File: src/rtl/nbody_mem_responder_if.sv
// ============================================================================
// Module : nbody_mem_responder_if
// Brief  : Host and engine access bundle for the N-body memory responder.
// Rev    : 1.0  initial release
// ============================================================================
`default_nettype none

interface nbody_mem_responder_if;
    logic        host_wr_en;
    logic        host_rd_en;
    logic [31:0] host_addr;
    logic [79:0] host_wdata;
    logic        host_ready;
    logic [79:0] host_rdata;
    logic        host_rvalid;
    logic        host_err;
    logic        eng_req;
    logic        eng_we;
    logic [31:0] eng_addr;
    logic [79:0] eng_wdata;
    logic        eng_gnt;
    logic [79:0] eng_rdata;
    logic        eng_rvalid;

    modport slave (
        input  host_wr_en, host_rd_en, host_addr, host_wdata,
        output host_ready, host_rdata, host_rvalid, host_err,
        input  eng_req, eng_we, eng_addr, eng_wdata,
        output eng_gnt, eng_rdata, eng_rvalid
    );

    modport master (
        output host_wr_en, host_rd_en, host_addr, host_wdata,
        input  host_ready, host_rdata, host_rvalid, host_err,
        output eng_req, eng_we, eng_addr, eng_wdata,
        input  eng_gnt, eng_rdata, eng_rvalid
    );
endinterface

`default_nettype wire

File: src/rtl/nbody_mem_responder.sv
// ============================================================================
// Module : nbody_mem_responder
// Brief  : Body/force storage with engine-priority arbitration and 1-cycle reads.
// Rev    : 1.0  initial release
// ============================================================================
`default_nettype none

module nbody_mem_responder #(
    parameter int          N_BODIES       = 2,
    parameter logic [31:0] FORCE_BASE     = 32'h190,
    parameter int          MAX_ENG_STREAK = 4
) (
    input  wire logic            clk,
    input  wire logic            rst_n,
    nbody_mem_responder_if.slave bus
);

    localparam int          c_IDX_W      = (N_BODIES > 1) ? $clog2(N_BODIES) : 1;
    localparam int          c_STREAK_W   = $clog2(MAX_ENG_STREAK + 1);
    localparam logic [31:0] c_NB         = 32'(N_BODIES);
    localparam logic [c_STREAK_W-1:0] c_STREAK_MAX = c_STREAK_W'(MAX_ENG_STREAK);

    typedef enum logic [1:0] {
        ARB_IDLE = 2'd0,
        ARB_ENG  = 2'd1,
        ARB_HOST = 2'd2
    } arb_t;

    logic [79:0]           body_q  [N_BODIES];
    logic [31:0]           force_q [N_BODIES];
    logic [c_STREAK_W-1:0] streak_q, streak_d;
    logic [79:0]           host_rdata_q, eng_rdata_q;
    logic                  host_rvalid_q, host_err_q, eng_rvalid_q;

    logic              w_host_req, w_host_turn;
    arb_t              w_arb;
    logic [31:0]       w_addr, w_foff;
    logic [79:0]       w_wdata, w_rd_data;
    logic              w_we, w_body_hit, w_force_hit, w_miss;
    logic [c_IDX_W-1:0] w_bidx, w_fidx;

    // Host is only let in ahead of a requesting engine once the streak limit is hit.
    assign w_host_req  = bus.host_wr_en | bus.host_rd_en;
    assign w_host_turn = w_host_req && (streak_q == c_STREAK_MAX);

    always_comb begin
        w_arb = ARB_IDLE;
        if (rst_n) begin
            if (bus.eng_req && !w_host_turn) begin
                w_arb = ARB_ENG;
            end else if (w_host_req) begin
                w_arb = ARB_HOST;
            end
        end
    end

    assign bus.eng_gnt    = (w_arb == ARB_ENG);
    assign bus.host_ready = (w_arb != ARB_ENG);

    always_comb begin
        streak_d = streak_q;
        if (!w_host_req || (w_arb == ARB_HOST)) begin
            streak_d = '0;
        end else if ((w_arb == ARB_ENG) && (streak_q != c_STREAK_MAX)) begin
            streak_d = streak_q + 1'b1;
        end
    end

    assign w_addr  = (w_arb == ARB_ENG) ? bus.eng_addr  : bus.host_addr;
    assign w_wdata = (w_arb == ARB_ENG) ? bus.eng_wdata : bus.host_wdata;
    assign w_we    = (w_arb == ARB_ENG) ? bus.eng_we    : bus.host_wr_en;

    assign w_foff      = w_addr - FORCE_BASE;
    assign w_body_hit  = (w_addr < c_NB);
    assign w_force_hit = (w_addr >= FORCE_BASE) && (w_foff < c_NB);
    assign w_miss      = !w_body_hit && !w_force_hit;
    assign w_bidx      = w_addr[c_IDX_W-1:0];
    assign w_fidx      = w_foff[c_IDX_W-1:0];

    always_comb begin
        w_rd_data = '0;
        if (w_body_hit) begin
            w_rd_data = body_q[w_bidx];
        end else if (w_force_hit) begin
            w_rd_data = {48'd0, force_q[w_fidx]};
        end
    end

    always_ff @(posedge clk or negedge rst_n) begin
        if (!rst_n) begin
            for (int i = 0; i < N_BODIES; i++) begin
                body_q[i]  <= '0;
                force_q[i] <= '0;
            end
            streak_q      <= '0;
            host_rdata_q  <= '0;
            host_rvalid_q <= 1'b0;
            host_err_q    <= 1'b0;
            eng_rdata_q   <= '0;
            eng_rvalid_q  <= 1'b0;
        end else begin
            streak_q <= streak_d;
            if ((w_arb != ARB_IDLE) && w_we) begin
                if (w_body_hit) begin
                    body_q[w_bidx] <= w_wdata;
                end else if (w_force_hit) begin
                    force_q[w_fidx] <= w_wdata[31:0];
                end
            end
            // A simultaneous host write+read is carried out as the write only.
            host_rvalid_q <= (w_arb == ARB_HOST) && bus.host_rd_en && !bus.host_wr_en;
            host_err_q    <= (w_arb == ARB_HOST) && (w_miss || (bus.host_rd_en && bus.host_wr_en));
            if ((w_arb == ARB_HOST) && bus.host_rd_en && !bus.host_wr_en) begin
                host_rdata_q <= w_rd_data;
            end
            eng_rvalid_q <= (w_arb == ARB_ENG) && !bus.eng_we;
            if ((w_arb == ARB_ENG) && !bus.eng_we) begin
                eng_rdata_q <= w_rd_data;
            end
        end
    end

    assign bus.host_rdata  = host_rdata_q;
    assign bus.host_rvalid = host_rvalid_q;
    assign bus.host_err    = host_err_q;
    assign bus.eng_rdata   = eng_rdata_q;
    assign bus.eng_rvalid  = eng_rvalid_q;

endmodule

`default_nettype wire

File: src/flat_wrapper.sv
// flat-port wrapper written by rule: the top's interface ports become plain ports
module nbody_mem_responder_flat 
#(
    parameter int          N_BODIES       = 2,
    parameter logic [31:0] FORCE_BASE     = 32'h190,
    parameter int          MAX_ENG_STREAK = 4
)
  (clk, rst_n, bus_host_wr_en, bus_host_rd_en, bus_host_addr, bus_host_wdata, bus_host_ready, bus_host_rdata, bus_host_rvalid, bus_host_err, bus_eng_req, bus_eng_we, bus_eng_addr, bus_eng_wdata, bus_eng_gnt, bus_eng_rdata, bus_eng_rvalid);
  nbody_mem_responder_if bus_i ();
  input  wire logic clk;
  input  wire logic rst_n;
  input wire logic [$bits(bus_i.host_wr_en)-1:0] bus_host_wr_en;
  input wire logic [$bits(bus_i.host_rd_en)-1:0] bus_host_rd_en;
  input wire logic [$bits(bus_i.host_addr)-1:0] bus_host_addr;
  input wire logic [$bits(bus_i.host_wdata)-1:0] bus_host_wdata;
  output wire logic [$bits(bus_i.host_ready)-1:0] bus_host_ready;
  output wire logic [$bits(bus_i.host_rdata)-1:0] bus_host_rdata;
  output wire logic [$bits(bus_i.host_rvalid)-1:0] bus_host_rvalid;
  output wire logic [$bits(bus_i.host_err)-1:0] bus_host_err;
  input wire logic [$bits(bus_i.eng_req)-1:0] bus_eng_req;
  input wire logic [$bits(bus_i.eng_we)-1:0] bus_eng_we;
  input wire logic [$bits(bus_i.eng_addr)-1:0] bus_eng_addr;
  input wire logic [$bits(bus_i.eng_wdata)-1:0] bus_eng_wdata;
  output wire logic [$bits(bus_i.eng_gnt)-1:0] bus_eng_gnt;
  output wire logic [$bits(bus_i.eng_rdata)-1:0] bus_eng_rdata;
  output wire logic [$bits(bus_i.eng_rvalid)-1:0] bus_eng_rvalid;
  assign bus_i.host_wr_en = bus_host_wr_en;
  assign bus_i.host_rd_en = bus_host_rd_en;
  assign bus_i.host_addr = bus_host_addr;
  assign bus_i.host_wdata = bus_host_wdata;
  assign bus_host_ready = bus_i.host_ready;
  assign bus_host_rdata = bus_i.host_rdata;
  assign bus_host_rvalid = bus_i.host_rvalid;
  assign bus_host_err = bus_i.host_err;
  assign bus_i.eng_req = bus_eng_req;
  assign bus_i.eng_we = bus_eng_we;
  assign bus_i.eng_addr = bus_eng_addr;
  assign bus_i.eng_wdata = bus_eng_wdata;
  assign bus_eng_gnt = bus_i.eng_gnt;
  assign bus_eng_rdata = bus_i.eng_rdata;
  assign bus_eng_rvalid = bus_i.eng_rvalid;
  nbody_mem_responder #(.N_BODIES(N_BODIES), .FORCE_BASE(FORCE_BASE), .MAX_ENG_STREAK(MAX_ENG_STREAK)) u_core (.clk(clk), .rst_n(rst_n), .bus(bus_i));
endmodule
File: config.mk
export PLATFORM = sky130hd
export DESIGN_NAME = nbody_mem_responder_flat
export DESIGN_NICKNAME = d
export VERILOG_FILES = /design/src/rtl/nbody_mem_responder_if.sv /design/src/rtl/nbody_mem_responder.sv /design/src/flat_wrapper.sv
export SDC_FILE = /design/constraint.sdc
export NUM_CORES = 1
export LEC_CHECK = 0
export ABC_AREA = 1
export BUFFER_PORTS_ARGS = -buffer_cell sky130_fd_sc_hd__clkbuf_2
export CAP_MARGIN = 20
export CORE_UTILIZATION = 55
export DETAILED_ROUTE_END_ITERATION = 8
export PLACE_DENSITY = 0.84
export SLEW_MARGIN = 10
export SYNTH_ARGS = -nofsm -noshare
export SYNTH_HDL_FRONTEND = slang
export SYNTH_SLANG_ARGS = --single-unit
File: constraint.sdc
create_clock -name clk -period 8.45 [get_ports clk]
set_input_delay 0.845 -clock clk [delete_from_list [all_inputs] [get_ports clk]]
set_output_delay 0.845 -clock clk [all_outputs]
set_load 0.05 [all_outputs]
Word-level counts from Yosys, hierarchy flattened
Cells that the tools add are included.
{ "classes": {"magnitude_cmp": 7, "eq_ne": 5, "n_mux": 22, "n_mul": 0, "add_sub_neg": 2, "reduce_logical": 25, "div": 0, "bitwise": 4, "shifts": 0} }
{ "ops": {"columns": ["cell", "n"], "rows": [
  ["2-to-1 mux 80 bit", 6],
  ["2-to-1 mux 32 bit", 6],
  ["bitwise mux 160 bit", 1],
  ["demux 80 bit (select 1 bit)", 1],
  ["bitwise mux 64 bit", 1],
  ["< comparator 32 x 2 -> 1 bit, second input constant", 2],
  ["demux 32 bit (select 1 bit)", 1],
  ["greater-or-equal comparator 32 x 9 -> 1 bit, second input constant", 1],
  ["subtractor 32 x 9 -> 32 bit, second input constant", 1],
  ["logical AND 1 bit", 13],
  ["zero test 1 bit", 6],
  ["2-to-1 mux 2 bit", 3],
  ["2-to-1 mux 3 bit", 2],
  ["greater-or-equal comparator 2 bit, second input constant", 2],
  ["< comparator 2 x 1 -> 1 bit, second input constant", 2],
  ["NOT 1 -> 2 bit", 2],
  ["nonzero test 2 bit", 2],
  ["adder 3 x 1 -> 3 bit, second input constant", 1],
  ["equality test 3 bit, second input constant", 1],
  ["inequality test 3 bit, second input constant", 1],
  ["AND reduction 3 bit", 1],
  ["equality test 2 x 1 -> 1 bit, second input constant", 1],
  ["equality test 2 bit, second input constant", 1],
  ["logical OR 1 bit", 2],
  ["other kinds (5)", 5]
]} }
{ "word_totals": {"memories": 0, "word_cells": 75, "rom_bits": 0, "out_inout_bits": 165, "latch_bits": 0, "ram_bits": 0, "regBits": 390} }

Logic depth before layout (Yosys ltp)
{ "logic_depth": {"word_depth": 15, "mapped_depth": 26, "depth_no_buf": 23} }

Worst setup path after synthesis
OpenSTA, ideal clock, no wires.
{ "synth_timing": {"path_kind": "input-to-output", "start": "input bus_host_rd_en", "end": "output bus_eng_gnt", "arrival_time_ps": 2436, "path_buffers": 4, "setup_slack_ps": 5169, "path_stages": 9, "cell_sequence": "inv_2 -> nand2_4 -> nand2_4 -> nand3_2 -> buf_4 -> buf_4 -> inv_2 -> clkbuf_1 -> clkbuf_1"} }
{ "synth_via": {"elab_chain_len": 7, "elab_cells_between_ends": 8, "classes_between": "1 x eq/ne; 3 x mux; 1 x bitwise; 3 x reduce/logical"} }
{ "synth_lines": {"columns": ["item", "line", "rtl"], "rows": [
  ["start, declared", "flat_wrapper.sv:13", "input wire logic [$bits(bus_i.host_rd_en)-1:0] bus_host_rd_en;"],
  ["bitwise OR 1 bit (*)", "nbody_mem_responder.sv:43", "assign w_host_req = bus.host_wr_en | bus.host_rd_en;"],
  ["logical AND 1 bit", "nbody_mem_responder.sv:44", "assign w_host_turn = w_host_req && (streak_q == c_STREAK_MAX);"],
  ["zero test 1 bit", "nbody_mem_responder.sv:49", "if (bus.eng_req && !w_host_turn) begin"],
  ["logical AND 1 bit", "nbody_mem_responder.sv:49", null],
  ["2-to-1 mux 2 bit (*)", "nbody_mem_responder.sv:49", null],
  ["2-to-1 mux 2 bit (*)", "nbody_mem_responder.sv:48", "if (rst_n) begin"],
  ["equality test 2 x 1 -> 1 bit (*)", "nbody_mem_responder.sv:57", "assign bus.eng_gnt = (w_arb == ARB_ENG);"],
  ["end, declared", "flat_wrapper.sv:24", "output wire logic [$bits(bus_i.eng_gnt)-1:0] bus_eng_gnt;"]
]} }
Every way passes the cells marked *; elsewhere a longest branch is shown, timed or not.

Final worst setup path
{ "layout_timing": {"start": "register u_core.streak_q[0]", "end": "register u_core.force_q[62] (netlist name)"} }
{ "layout_via": {"elab_chain_len": 15, "elab_cells_between_ends": 26, "classes_between": "1 x add/sub; 5 x order compare; 2 x eq/ne; 8 x mux; 2 x bitwise; 8 x reduce/logical"} }
{ "layout_lines": {"columns": ["item", "line", "rtl"], "rows": [
  ["start, declared", "nbody_mem_responder.sv:31", "logic [c_STREAK_W-1:0] streak_q, streak_d;"],
  ["start signal, assigned", "nbody_mem_responder.sv:102", "streak_q <= streak_d;"],
  ["equality test 3 bit (*)", "nbody_mem_responder.sv:44", null],
  ["logical AND 1 bit (*)", "nbody_mem_responder.sv:44", null],
  ["zero test 1 bit (*)", "nbody_mem_responder.sv:49", null],
  ["logical AND 1 bit (*)", "nbody_mem_responder.sv:49", null],
  ["2-to-1 mux 2 bit (*)", "nbody_mem_responder.sv:49", null],
  ["2-to-1 mux 2 bit (*)", "nbody_mem_responder.sv:48", null],
  ["branches (longest 9 deep; another with subtractor 32 x 9 -> 32 bit)", null, null],
  ["end signal, assigned by index", "nbody_mem_responder.sv:107", "force_q[w_fidx] <= w_wdata[31:0];"],
  ["end, declared", "nbody_mem_responder.sv:30", "logic [31:0] force_q [N_BODIES];"]
]} }
Every way passes the cells marked *.
A chain may end at the register's enable or synchronous reset.

==> impl_metrics.ini <==
[synthesis]
synthDistinctLibCells = 32
async_flop_share = 1.00
synth_edf_count = 0
synthTopCellsByArea = dfrtp_1 (51%), nand2_1 (20%), a31oi_1 (4.2%), nor2_1 (3.7%), inv_1 (3.3%)
synth.most_common_cell = nand2_1
ys_seq_area_frac = 0.507
synth_area_leader_cell = dfrtp_1
synth_commonest_cells = nand2_1 (1014), dfrtp_1 (390), nor2_1 (189)
syn_inst = 2524
synth_flop_cell = dfrtp_1
synthesis.nets = 2756
ys_ff_latch = 390
synth.avg_cell_area_um2 = 7.63
syn_area_um2 = 19300
synth_top_area_frac = 0.507
yosys_warnings = 0

[cts]
cts_sinks = 390
clkLatencyLatePin_ns = 0.54
cts_hold_buf = 0
root_buffer = clkbuf_16
htreeDepth = 2
cts_made_buffers = 42
post_cts_buffers = 0
clk_pin_slew_ns = 0.06
cts_tree = built
cts.repair.resized = 0
clk_path_buf_depth = 3

[route]
ant_nets = 0
routed_wl_mm = 57.4
drt-wirelength-per-cell_um = 17.3
first_iter_violations = 1618
drc = 0
vias = 18500
via_per_inst = 5.59
dr.pass1.iters = 6

[global_route]
first_global_vias = 18000
grtUsageTotal = 0.319
antenna_found_initial = 5
gr-total-overflow = 0
grt_pass1_wl_mm = 91.6
grt_max_degree = 99

[power_and_ir_drop]
seq_power_share = 0.434
combPwrFrac = 0.166
p_clk_frac = 0.401
p_leak_nw = 12.3
power_density_nw_per_um2 = 199
total_switching_power_w = 0.00135
p_sw_frac = 0.297
p_int_w = 0.00319
ir_drop_mv = 0.144

[critical_path]
critPathMaxFanout = 66
critPathBufInv = 6
critPathCaptureType = flop
reg2reg_depth = 21
worstSetupStartpoint = u_core.streak_q[0]
crit_chain = inv_1, ha_1, nand2_1, inv_2, nand2_4, nand3_4, buf_16, nand2_1, nand2_1, nand2_1, nor2_1, nand2_1, nor3_1, nand2_2, buf_4, inv_2, nor2_4, buf_4, nand3_2, nand2_1, nand2_1
cp-start-kind = flop
cpMaxStageDelayCell = nand3_2
critPathMaxStageDelay_ns = 0.74
rr_endpoint = u_core.force_q[62]
required_ns = 8.85
rrSetupSlack_ns = 2.74
crit_top_cell = nand2_1
cp.arrival_ns = 6.12
cpLargestDelayFamily = simple AND/OR/NAND/NOR gates
r2r_start = u_core.streak_q[0]
worstSetupPathType = reg2reg

[floorplan]
io_pins = 395
dieArea_um2 = 35800
start_util = 0.558
dieWidth_um = 189
design.core.area_um2 = 34500
fp-row-count = 68
dieHeight_um = 189

[sta]
skew_ns = 0.0178
post-route-min-period_ns = 5.71
fin_tns_setup_ns = 0
rsz0062_at_grt = no
fin_crit_sh = 0.676
slew_violations = 0
setup_viol = 0
fmax_mhz = 175
final_hold_viol_count = 0
worst_pin_slew_ns = 1.10
max_slew_margin = 0.269

[place]
dp_cells = 3233
hpwl_mm = 38.0
place_congestion = 0.903
io_buffers = 394

[cells_and_area]
layout.cells.non_filler = 3316
drive_gt1_frac = 0.201
areaGrowthSynthToFinish_pct = 18.0
layout.nets = 3055

[status]
status = complete, no violations

[job]
max_cap_violations = 0

[min_path]
min_path_type = in2async
## metal layers
metal,vias to the layer above,GRT usage,wire [um]
li1,8706,-,-
met1,8869,0.413,23300
met2,800,0.530,27700
met3,147,0.0567,4270
met4,0,0.130,2130
met5,-,0,0
## sequential cells by signal (all words and copies together), names as in the netlist
register                cells
u_core.force_q             64
u_core.bus.host_err         1
u_core.bus.host_rvalid      1
u_core.bus.host_rdata      80
u_core.body_q             160
u_core.bus.eng_rvalid       1
u_core.bus.eng_rdata       80
u_core.streak_q             3
## per-stage QoR
stage | setup slack, ns | power, W | util | hold slack (ns) | area, um2
3_3_place_gp | 2.24 | 0.00273 | 0.617 | 0.456 | 21300
4_1_cts | 2.54 | 0.00455 | 0.657 | 0.319 | 22700
2_1_floorplan | 5.17 | 0.00249 | - | 0.441 | 19300
6_report | 2.74 | 0.00453 | 0.658 | 0.278 | 22700
5_1_grt | 2.26 | 0.00469 | 0.658 | 0.327 | 22700
3_5_place_dp | 2.06 | 0.00274 | 0.617 | 0.459 | 21300
## power by group through the flow
| stage | clock [W] | sequential [W] | combinational [W] |
|---|---|---|---|
| after floorplan | 0 | 0.00222 | 0.000274 |
| after global placement | 0 | 0.00200 | 0.000737 |
| after detailed placement | 0 | 0.00200 | 0.000744 |
| after CTS | 0.00183 | 0.00197 | 0.000748 |
| after global routing | 0.00191 | 0.00197 | 0.000811 |
| final | 0.00182 | 0.00197 | 0.000751 |
## cells by family after synthesis
logic type / share of synthesized area
fa+ha+maj: 0.00130
simple gates: 0.300
mux: 0.0171
flops: 0.507
compound gates: 0.101
buf+inv: 0.0732
xor+xnor: 0.000455
## cell usage in the layout (no fill, tap or decap), drive strengths merged, types with 5 or more instances in the layout
| master | count |
|---|---|
| a31oi | 128 |
| nand3 | 21 |
| a21oi | 115 |
| clkinv | 14 |
| nand4 | 101 |
| dfrtp | 390 |
| or2 | 65 |
| nor2 | 190 |
| clkbuf | 457 |
| inv | 171 |
| buf | 26 |
| mux2i | 33 |
| diode | 5 |
| nand2 | 1018 |
| o21ai | 109 |
| nor3 | 9 |
## layout make-up
cell class | count | area, um2
clock buffers | 64 | 1290
diodes | 5 | 12.5
flip-flops and latches | 390 | 9760
clock inverters | 13 | 98.8
multi-input cells | 1796 | 8150
well taps | 455 | 569
repair buffers | 419 | 2200
inverters | 174 | 656
fillers | 2937 | 11800
## worst max-delay path by stage
stage,slack [ns],endpoint,depth (start not counted)
after floorplan,5.17,bus_eng_gnt,9
after global placement,2.24,u_core.force_q[37],16
after detailed placement,2.06,u_core.force_q[45],16
after CTS,2.54,u_core.force_q[62],20
after global routing,2.26,u_core.force_q[61],21
final,2.74,u_core.force_q[62],21
Note: power is estimated with default switching activity, not from simulation.
